==> src/rtl/imm_gen_pipe_pkg.sv <==
// Shared types for the pipelined immediate generator (imm_gen_pipe).
// Optional feature macro: IMM_ILLEGAL_FLAG_EN.
package imm_pkg;

   localparam int INSTR_WIDTH = 32;

   typedef enum logic [2:0] {
      IMM_I    = 3'd0,
      IMM_S    = 3'd1,
      IMM_B    = 3'd2,
      IMM_U    = 3'd3,
      IMM_J    = 3'd4,
      IMM_I5   = 3'd5,
      IMM_Z    = 3'd6,
      IMM_RSVD = 3'd7
   } imm_src_t;

   // Occupancy of the output/skid pair
   typedef enum logic [1:0] {
      BUF_EMPTY = 2'd0,
      BUF_ONE   = 2'd1,
      BUF_TWO   = 2'd2
   } buf_state_t;

endpackage

==> src/rtl/imm_gen_pipe_compose.sv <==
// Combinational immediate format mux feeding the imm_gen_pipe elastic buffer.
// With IMM_ILLEGAL_FLAG_EN defined it also flags the reserved format code.
module imm_compose
   import imm_pkg::*;
#(
   parameter int DATA_WIDTH = 32
) (
   input  logic [INSTR_WIDTH-1:0] instr,
   input  imm_src_t               imm_src,
   output logic [DATA_WIDTH-1:0]  imm
`ifdef IMM_ILLEGAL_FLAG_EN
   ,
   output logic                   illegal
`endif
);

   // Opcode bits never contribute to an immediate
   logic unused_opcode_s;
   assign unused_opcode_s = ^instr[6:0];

   // Format select; size casts of signed operands perform the sign extension
   always_comb begin
      imm = '0;
      case (imm_src)
         IMM_I:  imm = DATA_WIDTH'($signed(instr[31:20]));
         IMM_S:  imm = DATA_WIDTH'($signed({instr[31:25], instr[11:7]}));
         IMM_B:  imm = DATA_WIDTH'($signed({instr[31], instr[7], instr[30:25],
                                            instr[11:8], 1'b0}));
         IMM_U:  imm = DATA_WIDTH'($signed({instr[31:12], 12'b0}));
         IMM_J:  imm = DATA_WIDTH'($signed({instr[31], instr[19:12], instr[20],
                                            instr[30:21], 1'b0}));
         IMM_I5: begin
            if (DATA_WIDTH == 64) begin
               imm = DATA_WIDTH'(instr[25:20]);
            end else begin
               imm = DATA_WIDTH'(instr[24:20]);
            end
         end
         IMM_Z:  imm = DATA_WIDTH'(instr[19:15]);
         default: imm = '0;
      endcase
   end

`ifdef IMM_ILLEGAL_FLAG_EN
   assign illegal = (imm_src == IMM_RSVD);
`endif

endmodule

==> src/rtl/imm_gen_pipe.sv <==
// Pipelined immediate generator with a 2-entry elastic (skid) output buffer.
// Define IMM_ILLEGAL_FLAG_EN to add the out_illegal sideband output.
module imm_gen_pipe
   import imm_pkg::*;
#(
   parameter int DATA_WIDTH = 32,
   parameter int TAG_WIDTH  = 32
) (
   input  logic                   clk,
   input  logic                   rst,
   input  logic                   flush,
   input  logic                   in_valid,
   output logic                   in_ready,
   input  logic [INSTR_WIDTH-1:0] instr,
   input  imm_src_t               imm_src,
   input  logic [TAG_WIDTH-1:0]   in_tag,
   output logic                   out_valid,
   input  logic                   out_ready,
   output logic [DATA_WIDTH-1:0]  out_imm,
   output logic [TAG_WIDTH-1:0]   out_tag
`ifdef IMM_ILLEGAL_FLAG_EN
   ,
   output logic                   out_illegal
`endif
);

   // Entry widths follow the module parameters, so the entry type is local
   typedef struct packed {
      logic [DATA_WIDTH-1:0] imm;
      logic [TAG_WIDTH-1:0]  tag;
`ifdef IMM_ILLEGAL_FLAG_EN
      logic                  illegal;
`endif
   } imm_entry_t;

   logic [DATA_WIDTH-1:0] imm_s;
   imm_entry_t            new_s;
   imm_entry_t            o_r;
   imm_entry_t            s_r;
   buf_state_t            state_r;
   logic                  out_valid_r;
   logic                  in_ready_r;
   logic                  in_xfer_s;
   logic                  out_xfer_s;

`ifdef IMM_ILLEGAL_FLAG_EN
   logic illegal_s;

   imm_compose #(.DATA_WIDTH(DATA_WIDTH)) u_compose (
      .instr   (instr),
      .imm_src (imm_src),
      .imm     (imm_s),
      .illegal (illegal_s)
   );
`else
   imm_compose #(.DATA_WIDTH(DATA_WIDTH)) u_compose (
      .instr   (instr),
      .imm_src (imm_src),
      .imm     (imm_s)
   );
`endif

   // Incoming entry assembled from the composed immediate and the sideband
   always_comb begin
      new_s     = '0;
      new_s.imm = imm_s;
      new_s.tag = in_tag;
`ifdef IMM_ILLEGAL_FLAG_EN
      new_s.illegal = illegal_s;
`endif
   end

   assign in_xfer_s  = in_valid && in_ready_r;
   assign out_xfer_s = out_valid_r && out_ready;

   // Elastic buffer control: O is the output register, S the skid register
   always_ff @(posedge clk) begin
      if (rst) begin
         state_r     <= BUF_EMPTY;
         o_r         <= '0;
         s_r         <= '0;
         out_valid_r <= 1'b0;
         in_ready_r  <= 1'b1;
      end else if (flush) begin
         state_r     <= BUF_EMPTY;
         out_valid_r <= 1'b0;
         in_ready_r  <= 1'b1;
      end else begin
         case (state_r)
            BUF_EMPTY: begin
               if (in_xfer_s) begin
                  o_r         <= new_s;
                  out_valid_r <= 1'b1;
                  state_r     <= BUF_ONE;
               end
            end
            BUF_ONE: begin
               if (in_xfer_s && out_xfer_s) begin
                  o_r <= new_s;
               end else if (in_xfer_s) begin
                  s_r        <= new_s;
                  in_ready_r <= 1'b0;
                  state_r    <= BUF_TWO;
               end else if (out_xfer_s) begin
                  out_valid_r <= 1'b0;
                  state_r     <= BUF_EMPTY;
               end
            end
            // in_ready is low here, so S always drains before new input lands
            BUF_TWO: begin
               if (out_xfer_s) begin
                  o_r        <= s_r;
                  in_ready_r <= 1'b1;
                  state_r    <= BUF_ONE;
               end
            end
            default: begin
               state_r     <= BUF_EMPTY;
               out_valid_r <= 1'b0;
               in_ready_r  <= 1'b1;
            end
         endcase
      end
   end

   assign in_ready  = in_ready_r;
   assign out_valid = out_valid_r;
   assign out_imm   = o_r.imm;
   assign out_tag   = o_r.tag;
`ifdef IMM_ILLEGAL_FLAG_EN
   assign out_illegal = o_r.illegal;
`endif

endmodule

==> config.mk <==
export PLATFORM = sky130hd
export DESIGN_NAME = imm_gen_pipe
export DESIGN_NICKNAME = d
export VERILOG_FILES = /design/src/rtl/imm_gen_pipe_pkg.sv /design/src/rtl/imm_gen_pipe_compose.sv /design/src/rtl/imm_gen_pipe.sv
export SDC_FILE = /design/constraint.sdc
export NUM_CORES = 1
export LEC_CHECK = 0
export ABC_CLOCK_PERIOD_IN_PS = 1600
export BUFFER_PORTS_ARGS = -buffer_cell sky130_fd_sc_hd__buf_2
export CORE_MARGIN = 2
export CORE_UTILIZATION = 25
export CTS_CLUSTER_DIAMETER = 120
export DETAILED_ROUTE_END_ITERATION = 12
export PLACE_DENSITY = 0.46
export SLEW_MARGIN = 20
export SYNTH_ARGS = -nofsm -noshare
export SYNTH_HDL_FRONTEND = slang
export SYNTH_SLANG_ARGS = --single-unit
==> constraint.sdc <==
create_clock -name clk -period 1.6 [get_ports clk]
set_clock_uncertainty 0.15 [all_clocks]
set_input_delay 0 -clock clk [delete_from_list [all_inputs] [get_ports clk]]
set_output_delay 0 -clock clk [all_outputs]
set_load 0.02 [all_outputs]
==> results of run 1 <==
-- repair_timing --
action | in CTS | in global routing
resized for setup | 18 | 35
setup endpoints to repair | 110 | 127
pin swaps | 8 | 22
endpoints found under the hold margin | 122 | 0
setup buffers | 3 | 5
hold buffers | 60 | 0
gates cloned | 5 | 5
-- synth_stat cells (all sizes together), types with 4 or more instances --
| cell | number |
|---|---|
| nand3 | 8 |
| o21bai | 11 |
| a31oi | 10 |
| a21oi | 48 |
| a211oi | 6 |
| nand3b | 25 |
| a311oi | 44 |
| dfxtp | 132 |
| clkbuf | 37 |
| o21ai | 10 |
| a311o | 12 |
| mux2i | 5 |
| nand2 | 178 |
| buf | 33 |
| nor3 | 32 |
| o41ai | 9 |
| nand2b | 22 |
| nor2 | 84 |
| a31o | 7 |
| o311ai | 4 |
-- metal layers --
layer	GRT usage (%)	up-vias	share of wire [%]
met4	4.09	0	1.3
met5	0	-	0
met3	3.55	15	3.1
li1	-	3046	-
met1	21.7	2816	51
met2	23.4	124	45
-- path summary, 6_finish.rpt --
check,end,slack (ps),cells past startpoint
min reg2reg,s_r[3],300,2
min,s_r[36],30,5
max reg2reg,out_tag[13],-140,6
max,out_tag[13],-140,6
-- worst min-delay path, cell delays in order --
cell and delay, ps:
buf_2 120, mux2i_1 140, nor2_1 100, nor3_2 120, nor3_1 60
-- per-stage QoR --
stage | utilization (%) | setup TNS, ps | cell area, um^2 | setup WS, ps | cells
after CTS | 37.0 | -3710 | 8720 | -127 | 1269
after detailed placement | 30.8 | -6000 | 7250 | -136 | 1169
after global routing | 38.4 | -11450 | 9030 | -208 | 1278
final | 38.4 | -5600 | 9030 | -135 | 1278
after global placement | 30.8 | -3490 | 7250 | -109 | 1169
after floorplan | - | 0 | 6000 | 0.597 | 747
-- power by group through the flow --
stage               Combinational [mW]  Clock [mW]  Sequential [mW]
floorplan                        0.506           0             3.68
global placement                  1.06           0             3.56
detailed placement                1.06           0             3.56
CTS                               1.26        4.52             3.49
global route                      1.44        4.67             3.51
finish                            1.33        4.40             3.49
-- cells by family (layout without fill, tap and decap cells) --
group | count (synthesis) | in the layout
simple gates | 370 | 371
compound gates | 169 | 169
flops | 132 | 132
buf+inv | 70 | 281
mux | 5 | 5
xor+xnor | 1 | 1
-- sequential cells by signal, summed over array words and instances (netlist names) --
register,cells
out_valid,1
out_imm,32
s_r,64
out_tag,32
state_r,2
in_ready,1
-- cell type report --
class                           count  area [um^2]
Timing Repair Buffer              249         2110
Tap cell                          319          399
Multi-Input combinational cell    546         3220
Clock buffer                       18          429
Clock inverter                     14          224
Sequential cell                   132         2650
Fill cell                        2443        14500
==> results.cfg, run 1 <==
[outcome]
run_status = finished with violations
violations = setup timing

[timing]
max_clock_freq_mhz = 576
hold_viol_final = 0
slew_viol_final = 0
worst_pin_slew_ps = 494
timing.final.ws_setup_ps = -135
rsz0062_at_grt = yes
setup_viol = 58
final.period_utilization_pct = 108
hold_ws_ps = 25.5
fin_crit_ps = 1740
relSlewSlack_pct = 67.1

[placement]
gp_congestion = 0.744
place_hpwl_mm = 12.1
io_buffers = 130

[worst_setup_path]
path_class = flip-flop to flip-flop
worstPathRequired_ps = 1740
path_cells = nand4b_1 -> o22ai_4 -> buf_12 -> buf_4 -> clkbuf_16 -> a311oi_1
critPathBufInv = 3
crit_path_start = state_r[0]
critPathTopFamily = buffers and inverters
cp-end-kind = flip-flop
slowest_delay_ps = 340
crit_fanout = 10
startpoint_type = flip-flop
arrival_ps = 1870
crit_slowest_cell = dfxtp_2
timing.rr.start = state_r[0]

[synthesis]
ys_types = 44
synth_top_family_by_area = simple AND/OR/NAND/NOR gates
ys_seq_area_share_pct = 44.1
synth.top_cell.area_share_pct = 44.1
ys.flop_type = dfxtp_1
synthAdderAreaFrac_pct = 0
synth-async-reset-ratio_pct = 0
synth_compound_area_share_pct = 21.7
syn_nets = 819
synth_simple_gate_area_share_pct = 28.0
syn_area_per_cell_um2 = 8.03
synth_mux_area_share_pct = 0.835
synth_cells = 747
yosys-top-cells-area = dfxtp_1 (44%), nand2_1 (11%), a311oi_1 (6.4%), nor2_1 (5.3%), a21oi_1 (4.0%)
yosys_warnings = 0
synth_edf_count = 0
synth_top_cell_by_area = dfxtp_1
ys_seq_elements = 132
netlist_area_mm2 = 0.00600
synthXorXnorAreaFrac_pct = 0.146

[finish]
final_cell_mix = nand2_1 (177), buf_2 (129), dfxtp_1 (128)
antenna_cells = 0
final_nets = 1018
layout_commonest_cell = nand2_1
final_layout_size_suffix_gt1_share_pct = 29.0
area_growth_pct = 50.6

[global_routing]
grt_max_degree = 47
antenna_found_initial = 0
overflow = 0
grt_usage_pct = 15.3
grt_pass1_wl_mm = 30.9
grt_pass1_vias = 5660

[floorplanning]
ioPinCount = 138
fp.coreArea_mm2 = 0.0235
die_w_um = 159
dieArea_mm2 = 0.0252
die_h_um = 159
rows = 56
initial_core_util_pct = 25.5

[hold_path]
hold_path_class = input pin to flip-flop
hold_path_startpoint = instr[11]

[pwr]
switching_share_pct = 26.1
intPower_mw = 6.82
power_frac_comb_pct = 14.4
fin_total_pwr_mw = 9.23
cellLeakagePower_nw = 3.59
pwr-share-seq_pct = 37.9
power.clock.fraction_pct = 47.7
p_per_area_mw_per_mm2 = 1020
power.switching_mw = 2.40
peakVddDrop_mv = 0.516

[clock_network]
clk_latency_ps = 420
clock-sinks = 132
cts_buffers = 17
clkTransAtPathRegs_ps = 60
cts_max_path_buffers = 2
htreeDepth = 4
cts_tree = done
cts_root_buf = clkbuf_16

[detailed_routing]
routedWlPerCell_um = 15.7
drtIter0Drc = 354
vias_per_cell = 4.70
drt-total-wl_mm = 20.1
drc_errors = 0
vias = 6001
drt-pass1-iter-count = 4
ant_nets = 0

[job]
drv_cap = 0
No activity file was read; power rests on OpenSTA's default activity.
==> run 2, diff against run 1 <==
--- a/config.mk
+++ b/config.mk
@@ -5,6 +5,7 @@
 export SDC_FILE = /design/constraint.sdc
 export NUM_CORES = 1
 export LEC_CHECK = 0
+export ABC_AREA = 1
 export ABC_CLOCK_PERIOD_IN_PS = 1600
 export BUFFER_PORTS_ARGS = -buffer_cell sky130_fd_sc_hd__buf_2
 export CORE_MARGIN = 2
==> run 2 against run 1 <==
Against the previous run: the flow now finishes without violations; sequential share of layout area increased by 0.66 points; sequential cell count did not move; utilization is 0.80 points lower; clock-buffer cell count is 1 higher.
==> results.cfg, run 2 <==
[outcome]
run_status = finished clean

[floorplanning]
die_w_um = 159
fp.coreArea_mm2 = 0.0235
initial_core_util_pct = 25.5
rows = 56
ioPinCount = 138
die_h_um = 159
dieArea_mm2 = 0.0253

[synthesis]
ys.flop_type = dfxtp_1
netlist_area_mm2 = 0.00600
ys_seq_area_share_pct = 44.0
synth_top_cell_by_area = dfxtp_1
synth_cells = 894
ys_types = 21
ys_seq_elements = 132
yosysMostFrequentCell = nand2_1
synth.top_cell.area_share_pct = 44.0
yosys-top-cells-area = dfxtp_1 (44%), nand2_1 (12%), o21ai_0 (12%), nor2_1 (11%), a21oi_1 (4.4%)
yosys_warnings = 0
synth_edf_count = 0
syn_area_per_cell_um2 = 6.71
synthTopCellsByCount = nand2_1 (190), nor2_1 (178), o21ai_0 (140), dfxtp_1 (132), inv_1 (57)
syn_nets = 966
synth-async-reset-ratio_pct = 0

[placement]
dp_slack_ps = -63.4
place_area_mm2 = 0.00712
place_hpwl_mm = 11.9
io_buffers = 130
gp_congestion = 0.817

[worst_setup_path]
crit_fanout = 29
worstPathRequired_ps = 1760
reg2reg_to = out_tag[26]
cp-end-kind = flip-flop
path_class = flip-flop to flip-flop
startpoint_type = flip-flop
arrival_ps = 1750
r2r_cells = 9
r2r_slack_ps = 9
timing.rr.start = state_r[1]

[timing]
rsz0062_at_grt = yes
fin_crit_ps = 1590
relSlewSlack_pct = 69.7
max_clock_freq_mhz = 628
slew_viol_final = 0
final.period_utilization_pct = 99.4
hold_viol_final = 0
setup_viol = 0
worst_pin_slew_ps = 454
timing.final.ws_setup_ps = 8.88

[detailed_routing]
drtIter0Drc = 265
vias_per_cell = 4.32
drt-total-wl_mm = 19.2
routedWlPerCell_um = 13.3
drt-pass1-iter-count = 4
drc_errors = 0
vias = 6212
ant_nets = 0

[finish]
largest_reg_flops = 64
top_register = s_r
layout_commonest_cell = nand2_1
final_cell_mix = nand2_1 (185), nor2_1 (162), buf_2 (129)
finalInstanceArea_mm2 = 0.00884
area_growth_pct = 47.4
final_nets = 1177
final_layout_size_suffix_gt1_share_pct = 23.6

[hold_path]
hold_path_class = input pin to flip-flop
hold_path_startpoint = imm_src[0]
holdPathEnd = s_r[43]
hold_depth = 6

[clock_network]
clock-sinks = 132
clk_latency_ps = 410
htreeDepth = 4
cts_buffers = 17
clkTransAtPathRegs_ps = 60
cts_max_path_buffers = 2
cts_root_buf = clkbuf_16
cts_tree = done

[global_routing]
grt_pass1_wl_mm = 30.3
antenna_found_initial = 1
grt_pass1_vias = 5975
grt_max_degree = 74
overflow = 0
grt_usage_pct = 14.7

[pwr]
cellLeakagePower_nw = 4.07
p_per_area_mw_per_mm2 = 1050
peakVddDrop_mv = 0.575

[job]
drv_cap = 0
run 2: cell type report:
| class | count | area [um^2] |
|---|---|---|
| Clock buffer | 19 | 433 |
| Timing Repair Buffer | 252 | 2010 |
| Fill cell | 2542 | 14700 |
| Multi-Input combinational cell | 633 | 2880 |
| Inverter | 69 | 272 |
| Sequential cell | 132 | 2650 |
| Antenna cell | 1 | 2.50 |
| Tap cell | 319 | 399 |
| Clock inverter | 13 | 199 |
run 2: timing repair:
action                                  CTS  global route
pin swaps                                 1            13
endpoints found under the hold margin   132             0
resized for setup                        11            91
gates cloned                              1             6
endpoints found under the setup margin  105           120
hold buffers                             73             0
setup buffers                             2             1
run 2: cells by family (layout without fill, tap and decap cells):
kind of cell | after synthesis | after routing | synth area share, %
flops | 132 | 132 | 44.0
other cells | 0 | 1 | 0
compound gates | 207 | 207 | 17.3
buf+inv | 129 | 353 | 10.3
simple gates | 426 | 426 | 28.3
run 2: report_power, final:
part / leakage [nW] / internal, mW / switching [mW]
Combinational: 2.69 / 0.642 / 0.856
Sequential: 1.08 / 3.47 / 0.0893
Clock: 0.300 / 2.64 / 1.59
Total: 4.07 / 6.75 / 2.54
run 2: metrics by stage:
stage	total power [mW]	instances	TNS, ps	hold WS, ps	utilization [%]
3_3_place_gp	4.85	1323	-802	126	30.2
2_1_floorplan	4.38	894	0	-9.67	-
5_1_grt	9.77	1438	-1930	78.6	37.6
3_5_place_dp	4.84	1323	-1880	133	30.2
4_1_cts	9.33	1431	-165	3.60	36.4
6_report	9.28	1438	0	15.3	37.6
run 2: how the worst max path moves through the flow:
stage	cells after the start	endpoint	slack [ps]	from
floorplan	9	out_imm[19]	40	in_ready
global placement	7	s_r[37]	-40	state_r[0]
detailed placement	7	out_tag[0]	-60	state_r[0]
CTS	8	out_imm[18]	-20	out_valid
global route	9	out_tag[22]	-70	state_r[0]
finish	9	out_tag[26]	9	state_r[1]
run 2: critical path, stage by stage, from the launching register on:
cell and delay (ps):
dfxtp_4 390, inv_2 50, buf_4 140, nor2_4 140
inv_4 90, clkbuf_16 220, nand2_1 70, o21ai_0 70
nor2_1 100, nor2_1 50
run 2: metal layers:
layer  part of all wire, %  wire [um]  GRT usage, %  vias up
met5                     0          0             0        -
met4                  0.50         95          2.73        0
met3                   4.7        904          4.25        6
met2                    46       8830          24.8      112
met1                    49       9330          18.9     2820
li1                      -          -             -     3274
==> run 3, diff against run 2 <==
--- a/config.mk
+++ b/config.mk
@@ -6,13 +6,14 @@
 export NUM_CORES = 1
 export LEC_CHECK = 0
 export ABC_AREA = 1
-export ABC_CLOCK_PERIOD_IN_PS = 1600
+export ABC_CLOCK_PERIOD_IN_PS = 2000
 export BUFFER_PORTS_ARGS = -buffer_cell sky130_fd_sc_hd__buf_2
 export CORE_MARGIN = 2
 export CORE_UTILIZATION = 25
 export CTS_CLUSTER_DIAMETER = 120
 export DETAILED_ROUTE_END_ITERATION = 12
-export PLACE_DENSITY = 0.46
+export PLACE_DENSITY = 0.44
+export REMOVE_ABC_BUFFERS = 1
 export SLEW_MARGIN = 20
 export SYNTH_ARGS = -nofsm -noshare
 export SYNTH_HDL_FRONTEND = slang
==> constraint.sdc (replaced) <==
create_clock -name clk -period 2 [get_ports clk]
set_clock_uncertainty 0.15 [all_clocks]
set_input_delay 0 -clock clk [delete_from_list [all_inputs] [get_ports clk]]
set_output_delay 0 -clock clk [all_outputs]
set_load 0.02 [all_outputs]
==> run 3 against run 2 <==
Against the previous run: cell area decreased by 6.3%; highest routed layer unchanged; combinational power is 29% lower; largest cell class unchanged; clock-buffer cell count stayed put.
==> results.cfg, run 3 (synthesis gave the netlist of run 2 again) <==
[detailed_routing]
drc_errors = 0
drt-pass1-iter-count = 4
routedWlPerCell_um = 13.3
ant_nets = 0
drt-total-wl_mm = 18.7
vias_per_cell = 4.40
vias = 6197
drtIter0Drc = 283

[worst_setup_path]
crit_slowest_cell = dlygate4sd3_1
startpoint_type = input pin
r2r_cells = 8
arrival_ps = 2020
slowest_delay_ps = 570
reg2reg_to = out_valid
worstPathRequired_ps = 2160
r2r_slack_ps = 170
cp-end-kind = flip-flop
path_class = input pin to flip-flop
crit_fanout = 11
timing.rr.start = state_r[1]
path_cells = dlygate4sd3_1 -> buf_2 -> inv_1 -> buf_6 -> nand3_1 -> nand2_2 -> nand2_1 -> nand3_1 -> dlygate4sd3_1 -> a21oi_1 -> nor2_1

[timing]
setup_viol = 0
final.period_utilization_pct = 93.2
max_clock_freq_mhz = 536
relSlewSlack_pct = 53.6
worst_pin_slew_ps = 696
fin_crit_ps = 1860
hold_ws_ps = 251
hold_viol_final = 0
slew_viol_final = 0

[floorplanning]
dieArea_mm2 = 0.0253
rows = 56
fp.coreArea_mm2 = 0.0235
initial_core_util_pct = 25.5
ioPinCount = 138
die_w_um = 159
die_h_um = 159

[hold_path]
hold_depth = 4
holdPathEnd = s_r[31]
hold_path_class = input pin to flip-flop
hold_path_startpoint = in_tag[31]

[finish]
final_nets = 1149
largest_reg_flops = 64
layout.cells.non_filler = 1408
top_register = s_r
antenna_cells = 0
final_layout_size_suffix_gt1_share_pct = 18.7
layout_commonest_cell = nand2_1
area_growth_pct = 38.1
final_cell_mix = nand2_1 (188), nor2_1 (175), o21ai_0 (139)
postLayoutCoreUtil_pct = 35.2

[global_routing]
grt_max_degree = 113
grt_pass1_wl_mm = 30.7
overflow = 0
antenna_found_initial = 0
grt_usage_pct = 15.0
grt_pass1_vias = 5864

[clock_network]
cts_buffers = 17
cts_setup_buffers = 0
cts_max_path_buffers = 2
htreeDepth = 4
clkTransAtPathRegs_ps = 60
cts_tree = done
clk_latency_ps = 420
clock-sinks = 132
cts_root_buf = clkbuf_16

[job]
drv_cap = 0

[outcome]
run_status = finished clean

[pwr]
p_per_area_mw_per_mm2 = 860
power_frac_comb_pct = 14.9
power.clock.fraction_pct = 45.4
power.switching_mw = 1.95
pwr-share-seq_pct = 39.8
peakVddDrop_mv = 0.378
switching_share_pct = 27.3
cellLeakagePower_nw = 3.84
intPower_mw = 5.18

[placement]
io_buffers = 130
place_hpwl_mm = 11.5
dp.cells = 1305
gp_congestion = 0.776
[run 3: cell count changes in the layout (fill, tap and decap cells not counted), moves of 7 or more]
| cell | previous run | this run |
|---|---|---|
| o21ai_0 | 98 | 139 |
| o21ai_1 | 40 | 13 |
| o21ai_2 | 14 | 0 |
| buf_4 | 29 | 16 |
| nor2_1 | 162 | 175 |
| nor2_2 | 15 | 3 |
| buf_12 | 12 | 5 |
[run 3: critical path: cells and delay by family]
kind,cells,cell delay [ps]
buf+inv,5,1490
simple gates,5,360
compound gates,1,160
[run 3: worst max-delay path by stage]
stage	end	slack (ps)	start	cells past startpoint
detailed placement	out_imm[27]	130	state_r[0]	8
global placement	out_imm[27]	130	state_r[0]	8
floorplan	s_r[33]	-1150	out_valid	9
global route	out_imm[29]	-1	imm_src[1]	11
finish	out_imm[2]	140	imm_src[2]	11
CTS	out_valid	40	state_r[0]	7
[run 3: layout make-up]
| class | count | area (um^2) |
|---|---|---|
| fillers | 2608 | 15300 |
| multi-input cells | 633 | 2780 |
| flip-flops and latches | 132 | 2650 |
| repair buffers | 224 | 1610 |
| clock buffers | 19 | 443 |
| well taps | 319 | 399 |
| inverters | 69 | 259 |
| clock inverters | 12 | 156 |
[run 3: metrics by stage]
stage	setup WS (ps)	setup TNS, ps	power, mW	cell area [um^2]
2_1_floorplan	-1150	-80970	3.44	5640
3_3_place_gp	129	0	3.84	6930
3_5_place_dp	133	0	3.83	6930
4_1_cts	39.6	0	7.24	8260
5_1_grt	-1.12	-1.93	7.48	8290
6_report	135	0	7.13	8290
[run 3: timing repair]
item | 4_1_cts | 5_1_grt
gates resized for setup | 0 | 13
hold buffers | 73 | 0
endpoints found under the setup margin | 0 | 48
hold endpoints to repair | 131 | 0
[run 3: metal layers]
layer	global-route usage [%]	wire length, um
met5	0	0
met4	3.97	159
met3	3.20	968
met2	23.8	8090
met1	20.7	9480
[run 3: power by group through the flow]
stage / registers [mW] / logic, mW / clock network (mW)
3_3_place_gp: 2.89 / 0.947 / 0
6_report: 2.83 / 1.06 / 3.23
5_1_grt: 2.85 / 1.19 / 3.44
2_1_floorplan: 3.03 / 0.409 / 0
3_5_place_dp: 2.89 / 0.943 / 0
4_1_cts: 2.83 / 1.07 / 3.34
